**config.mk**
```make
export PLATFORM = sky130hd
export DESIGN_NAME = iis_fifo_wr_arbiter_flat
export DESIGN_NICKNAME = d
export VERILOG_FILES = /design/src/rtl/iis_fifo_wr_arbiter_if.sv /design/src/rtl/iis_fifo_wr_arbiter.sv /design/src/flat_wrapper.sv
export SDC_FILE = /design/constraint.sdc
export NUM_CORES = 1
export LEC_CHECK = 0
export ABC_CLOCK_PERIOD_IN_PS = 2550
export BUFFER_PORTS_ARGS = -buffer_cell sky130_fd_sc_hd__buf_2
export CAP_MARGIN = 20
export CORE_ASPECT_RATIO = 1.25
export CORE_UTILIZATION = 40
export DETAILED_ROUTE_END_ITERATION = 7
export PLACE_DENSITY = 0.66
export SLEW_MARGIN = 15
export SYNTH_ARGS = -nofsm -noshare
export SYNTH_HDL_FRONTEND = slang
export SYNTH_SLANG_ARGS = --single-unit
```
**constraint.sdc**
```tcl
create_clock -name wr_clk -period 2.55 [get_ports wr_clk]
set_clock_uncertainty 0.15 [all_clocks]
set_input_delay 0.1275 -clock wr_clk [delete_from_list [all_inputs] [get_ports wr_clk]]
set_output_delay 0.1275 -clock wr_clk [all_outputs]
set_load 0.05 [all_outputs]
```
**src/rtl/iis_fifo_wr_arbiter_if.sv**
```systemverilog
`default_nettype none
// ---------------------------------------------------------------------------
// iis_fifo_wr_arbiter_if : requester bundle plus shared FIFO write port
// rev 1.0
// ---------------------------------------------------------------------------
interface iis_fifo_wr_arbiter_if #(
   parameter int data_width = 16,
   parameter int num_req    = 2
);
   logic [num_req-1:0]            req_valid;
   logic [num_req*data_width-1:0] req_data;
   logic [num_req-1:0]            req_ready;
   logic                          fifo_full;
   logic                          fifo_wr_en;
   logic [data_width-1:0]         fifo_din;

   // master: producers and FIFO side; slave: the arbiter
   modport master (
      output req_valid, req_data, fifo_full,
      input  req_ready, fifo_wr_en, fifo_din
   );
   modport slave (
      input  req_valid, req_data, fifo_full,
      output req_ready, fifo_wr_en, fifo_din
   );
endinterface
`default_nettype wire

```
**src/rtl/iis_fifo_wr_arbiter.sv**
```systemverilog
`default_nettype none
// ---------------------------------------------------------------------------
// iis_fifo_wr_arbiter : round-robin FIFO write arbiter with stereo L/R pairing
// rev 1.0
// ---------------------------------------------------------------------------
module iis_fifo_wr_arbiter #(
   parameter int data_width   = 16,
   parameter int num_req      = 2,
   parameter int pair_timeout = 64
) (
   input  wire logic                       rst,
   input  wire logic                       wr_clk,
   iis_fifo_wr_arbiter_if.slave            bus,
   input  wire logic                       pair_mode,
   input  wire logic                       clr_stats,
   output logic [$clog2(num_req)-1:0]      grant_id,
   output logic [15:0]                     stall_cnt,
   output logic                            pair_err
);
   localparam int ID_W = $clog2(num_req);

   typedef enum logic [0:0] {
      FREE   = 1'b0,
      WAIT_R = 1'b1
   } state_t;

   state_t            state_q, state_d;
   logic [ID_W-1:0]   ptr_q, ptr_d;
   logic [ID_W-1:0]   grant_id_q, grant_id_d;
   logic [15:0]       wait_cnt_q, wait_cnt_d;
   logic [15:0]       stall_cnt_q, stall_cnt_d;
   logic              pair_err_q, pair_err_d;

   logic [num_req-1:0] eligible;
   logic [num_req-1:0] cand;
   logic               grant_vld;
   logic [ID_W-1:0]    grant_idx;
   logic               timeout;

   always_comb begin
      int j;
      j = 0;
      eligible = '1;
      if (state_q == WAIT_R) begin
         eligible    = '0;
         eligible[1] = 1'b1;
      end else if (pair_mode) begin
         eligible[1] = 1'b0;
      end
      cand      = bus.req_valid & eligible;
      grant_vld = 1'b0;
      grant_idx = '0;
      // scan downward so the candidate closest to the pointer is the last writer
      for (int k = num_req - 1; k >= 0; k--) begin
         j = int'(ptr_q) + k;
         if (j >= num_req) j = j - num_req;
         if (cand[j]) begin
            grant_vld = 1'b1;
            grant_idx = ID_W'(j);
         end
      end
      if (!rst || bus.fifo_full) grant_vld = 1'b0;
   end

   assign bus.req_ready  = grant_vld ? ({{(num_req-1){1'b0}}, 1'b1} << grant_idx) : '0;
   assign bus.fifo_wr_en = |(bus.req_valid & bus.req_ready);
   assign bus.fifo_din   = bus.req_data[grant_idx*data_width +: data_width];

   always_comb begin
      state_d     = state_q;
      ptr_d       = ptr_q;
      grant_id_d  = grant_id_q;
      wait_cnt_d  = wait_cnt_q;
      stall_cnt_d = stall_cnt_q;
      pair_err_d  = pair_err_q;
      timeout     = 1'b0;

      if (grant_vld) begin
         ptr_d      = (grant_idx == ID_W'(num_req - 1)) ? '0 : grant_idx + ID_W'(1);
         grant_id_d = grant_idx;
      end

      case (state_q)
         FREE: begin
            if (pair_mode && grant_vld && grant_idx == '0) begin
               state_d    = WAIT_R;
               wait_cnt_d = '0;
            end
         end
         WAIT_R: begin
            // only requester 1 is eligible here, so any grant closes the pair
            if (grant_vld || !pair_mode) begin
               state_d = FREE;
            end else begin
               wait_cnt_d = wait_cnt_q + 16'd1;
               if ({1'b0, wait_cnt_q} + 17'd1 >= 17'(pair_timeout)) begin
                  state_d = FREE;
                  timeout = 1'b1;
               end
            end
         end
         default: state_d = FREE;
      endcase

      if (clr_stats) begin
         stall_cnt_d = '0;
         pair_err_d  = 1'b0;
      end else begin
         if (bus.fifo_full && (|bus.req_valid) && stall_cnt_q != 16'hFFFF)
            stall_cnt_d = stall_cnt_q + 16'd1;
         if (timeout)
            pair_err_d = 1'b1;
      end
   end

   always_ff @(posedge wr_clk or negedge rst) begin
      if (!rst) begin
         state_q     <= FREE;
         ptr_q       <= '0;
         grant_id_q  <= '0;
         wait_cnt_q  <= '0;
         stall_cnt_q <= '0;
         pair_err_q  <= 1'b0;
      end else begin
         state_q     <= state_d;
         ptr_q       <= ptr_d;
         grant_id_q  <= grant_id_d;
         wait_cnt_q  <= wait_cnt_d;
         stall_cnt_q <= stall_cnt_d;
         pair_err_q  <= pair_err_d;
      end
   end

   assign grant_id  = grant_id_q;
   assign stall_cnt = stall_cnt_q;
   assign pair_err  = pair_err_q;
endmodule
`default_nettype wire

```
**src/flat_wrapper.sv**
```systemverilog
// flat-port wrapper written by rule: the top's interface ports become plain ports
module iis_fifo_wr_arbiter_flat 
#(
   parameter int data_width   = 16,
   parameter int num_req      = 2,
   parameter int pair_timeout = 64
)
  (rst, wr_clk, pair_mode, clr_stats, grant_id, stall_cnt, pair_err, bus_req_valid, bus_req_data, bus_fifo_full, bus_req_ready, bus_fifo_wr_en, bus_fifo_din);
  iis_fifo_wr_arbiter_if #(.data_width(data_width), .num_req(num_req)) bus_i ();
  input  wire logic rst;
  input  wire logic wr_clk;
  input  wire logic pair_mode;
  input  wire logic clr_stats;
  output logic [$clog2(num_req)-1:0] grant_id;
  output logic [15:0] stall_cnt;
  output logic pair_err;
  input wire logic [$bits(bus_i.req_valid)-1:0] bus_req_valid;
  input wire logic [$bits(bus_i.req_data)-1:0] bus_req_data;
  input wire logic [$bits(bus_i.fifo_full)-1:0] bus_fifo_full;
  output wire logic [$bits(bus_i.req_ready)-1:0] bus_req_ready;
  output wire logic [$bits(bus_i.fifo_wr_en)-1:0] bus_fifo_wr_en;
  output wire logic [$bits(bus_i.fifo_din)-1:0] bus_fifo_din;
  assign bus_i.req_valid = bus_req_valid;
  assign bus_i.req_data = bus_req_data;
  assign bus_i.fifo_full = bus_fifo_full;
  assign bus_req_ready = bus_i.req_ready;
  assign bus_fifo_wr_en = bus_i.fifo_wr_en;
  assign bus_fifo_din = bus_i.fifo_din;
  iis_fifo_wr_arbiter #(.data_width(data_width), .num_req(num_req), .pair_timeout(pair_timeout)) u_core (.rst(rst), .wr_clk(wr_clk), .bus(bus_i), .pair_mode(pair_mode), .clr_stats(clr_stats), .grant_id(grant_id), .stall_cnt(stall_cnt), .pair_err(pair_err));
endmodule
```
==> flow_summary.ini <==
[status]
status = finished clean

[synthesis]
syn_area_per_cell_sq_um = 9.152
synth_flop_cell = dfrtp_1
synth.most_common_cell = dfrtp_1
synth_compound_gate_area_share_pct = 15.12
async_flop_share_pct = 100.0
synth_area_leader_cell = dfrtp_1
netlist_area_sq_mm = 0.002416
synth_top_cell_area_share_pct = 37.29
synthSimpleGateAreaFrac_pct = 25.84
yosys-top-cells-area = dfrtp_1 (37%), mux2_2 (7.9%), nor2_1 (4.7%), xor2_1 (4.0%), o21ai_0 (3.5%)
synth_commonest_cells = dfrtp_1 (36), nor2_1 (30), nand2_1 (22)
ys_seq_area_share_pct = 37.29
synth_xor_area_share_pct = 6.888
synthCells = 264
synth_fa_ha_area_share_pct = 1.036
synth_edf_count = 0
synth_top_family_by_area = simple AND/OR/NAND/NOR gates
ys_types = 51
yosys_register_bits = 36
yosysWarningCount = 0
synth.net_count = 305
muxShareOfSynthArea_pct = 8.338

[routing]
dr.pass1.iters = 4
postRouteAntennaNets = 0
wl_mm = 5.597
vias_per_cell = 5.692
drc = 0
vias = 2288
drt_iter0_drc = 137
avgRoutedWirePerCell_um = 13.92

[global_route]
grt_max_degree = 27
antenna_found_initial = 0
grt_pass1_wl_mm = 9.121
grt_usage_pct = 18.10
grt_pass1_vias = 2037
grt_remaining_overflow = 0

[place]
place_area_sq_mm = 0.002775
numPortBuffers = 75
place_congestion = 0.8691
dp.cells = 391
pre_cts_ws_ns = 0.07712
hpwl_mm = 4.115

[cts]
cts-root-buf = clkbuf_8
clock-sinks = 36
clk_latency_ns = 0.29
clock_path_buffers = 2
numCtsBuffers = 5
cts_tree = built
cts_max_level = 2
clk_pin_slew_ns = 0.08

[floorplan]
core_sq_mm = 0.005818
floorplan.initialDensity_pct = 41.53
chipWidth_um = 71.52
io-pin-count = 76
core.rowCount = 31
fp.dieH_um = 88.89
die_area_sq_mm = 0.006357

[timing]
fmax_ghz = 0.4211
slew_violations = 0
max_slew_margin_pct = 52.66
final.min_clock_period_ns = 2.375
worst_slew_pin_slew_ns = 0.7100
fin_ws_ns = 0.1754
hold_viol = 0
tns_ns = 0
finalSetupViolCount = 0
fin_crit_sh_pct = 93.12

[finish]
insertedDiodeCount = 0
drive_gt1_share_pct = 36.61
multi_input_area_sq_mm = 0.001401
utilization_pct = 50.39
nets = 376
final_cells = 402
nFillCells = 559
regArea_sq_um = 902.1
stdcell_area_sq_mm = 0.002932
area_growth_pct = 21.34

[critical_path]
critPathMaxFanout = 7
reg2reg_from = u_core.wait_cnt_q[1]$_DFFE_PN0P_
start_kind = register
worst-setup-path-type = reg2reg
cp-startpoint = u_core.wait_cnt_q[1]$_DFFE_PN0P_
cp-end-kind = register
cp.required_ns = 2.63
arrival_ns = 2.45

[worst_hold_path]
hold_class = in2reg
hp-start = pair_mode

[pwr]
irDropWorstVdd_mv = 0.3729
p_per_area_mw_per_mm2 = 499.7
cellLeakagePower_uw = 0.001400

[job]
drv_cap = 0
-- logic make-up (layout without fill, tap and decap cells) --
| group | count (synthesis) | in the layout |
|---|---|---|
| AND/OR/NAND/NOR | 109 | 109 |
| AO/OA/AOI/OAI | 59 | 59 |
| flip-flops | 36 | 36 |
| buffers and inverters | 21 | 93 |
| XOR/XNOR | 19 | 19 |
| multiplexers | 18 | 18 |
| adder cells (fa/ha/maj) | 2 | 2 |
-- state kept, by name, summed over array words and instances, names as in the netlist --
register	count
u_core.wait_cnt_q	16
u_core.grant_id	1
u_core.ptr_q	1
u_core.stall_cnt	16
u_core.state_q	1
u_core.pair_err	1
-- worst paths after layout --
path / to / slack, ns / cells past startpoint
min reg2reg: u_core.grant_id$_DFFE_PN0P_ / 0.33 / 1
min in group asynchronous: u_core.wait_cnt_q[2]$_DFFE_PN0P_ / 0.13 / 2
min: u_core.state_q$_DFF_PN0_ / 0.06 / 2
max: u_core.state_q$_DFF_PN0_ / 0.18 / 7
max in group asynchronous: u_core.wait_cnt_q[13]$_DFFE_PN0P_ / 1.47 / 3
max reg2reg: u_core.state_q$_DFF_PN0_ / 0.18 / 7
-- placed cells by master (no fill, tap or decap), types with 2 or more instances in the layout --
cell and instances:
o31ai_1 6, xor2_1 11, and4_1 4, and2_1 4, clkbuf_8 5, o21ai_1 8, o21ai_0 17, nand4_1 10
buf_2 75, inv_1 4, xnor2_1 8, a21o_1 2, buf_4 4, nor2_1 30, a21oi_1 9, nand2_1 22
nand2b_1 2, nor4_2 3, and3_1 8, mux2_2 17, nor3_1 2, dfrtp_1 35, nand3_2 2, nor4_1 2
o41ai_1 2, nand3_1 10, a31oi_1 4, o21ai_2 2
-- timing repair --
action,CTS,global route
setup endpoints to repair,0,2
hold buffers,1,0
buffers inserted,0,2
endpoints found under the hold margin,10,0
gates resized for setup,0,4
-- power by group --
part           internal (uW)  leakage (uW)  switching [uW]
Combinational            112      0.000853             212
Sequential               594      0.000493            38.7
Clock                    289     0.0000541             219
-- routing by layer --
layer  vias up  part of all wire, %  GRT usage [%]
li1       1098                    -              -
met1      1092                   44          22.97
met2        91                   50          31.95
met3         7                  5.3          2.480
met4         0                 0.95          6.061
met5         -                    0              0
-- critical path, stage by stage (launching register included) --
cell and delay (ns):
dfrtp_1 0.50, ha_2 0.29, nand2_1 0.09, nor2_1 0.29
and4_1 0.24, o22ai_1 0.12, nor4_2 0.43, a22o_1 0.19
-- cell type report --
| class | instances | area share (%) |
|---|---|---|
| inverter | 5 | 0.6402 |
| clock inverter | 3 | 1.451 |
| tap | 66 | 2.817 |
| multi-input combinational | 207 | 47.80 |
| sequential | 36 | 30.77 |
| timing repair buffer | 80 | 14.17 |
| clock buffer | 5 | 2.347 |
-- per-stage QoR --
stage / total power, uW / hold slack (ns)
after floorplan: 875.3 / -0.3181
after global placement: 964.6 / -0.1056
after detailed placement: 966.7 / -0.1041
after CTS: 1481 / 0.03663
after global routing: 1536 / 0.06119
final: 1465 / 0.05566
Note: power is estimated with default switching activity, not from simulation.
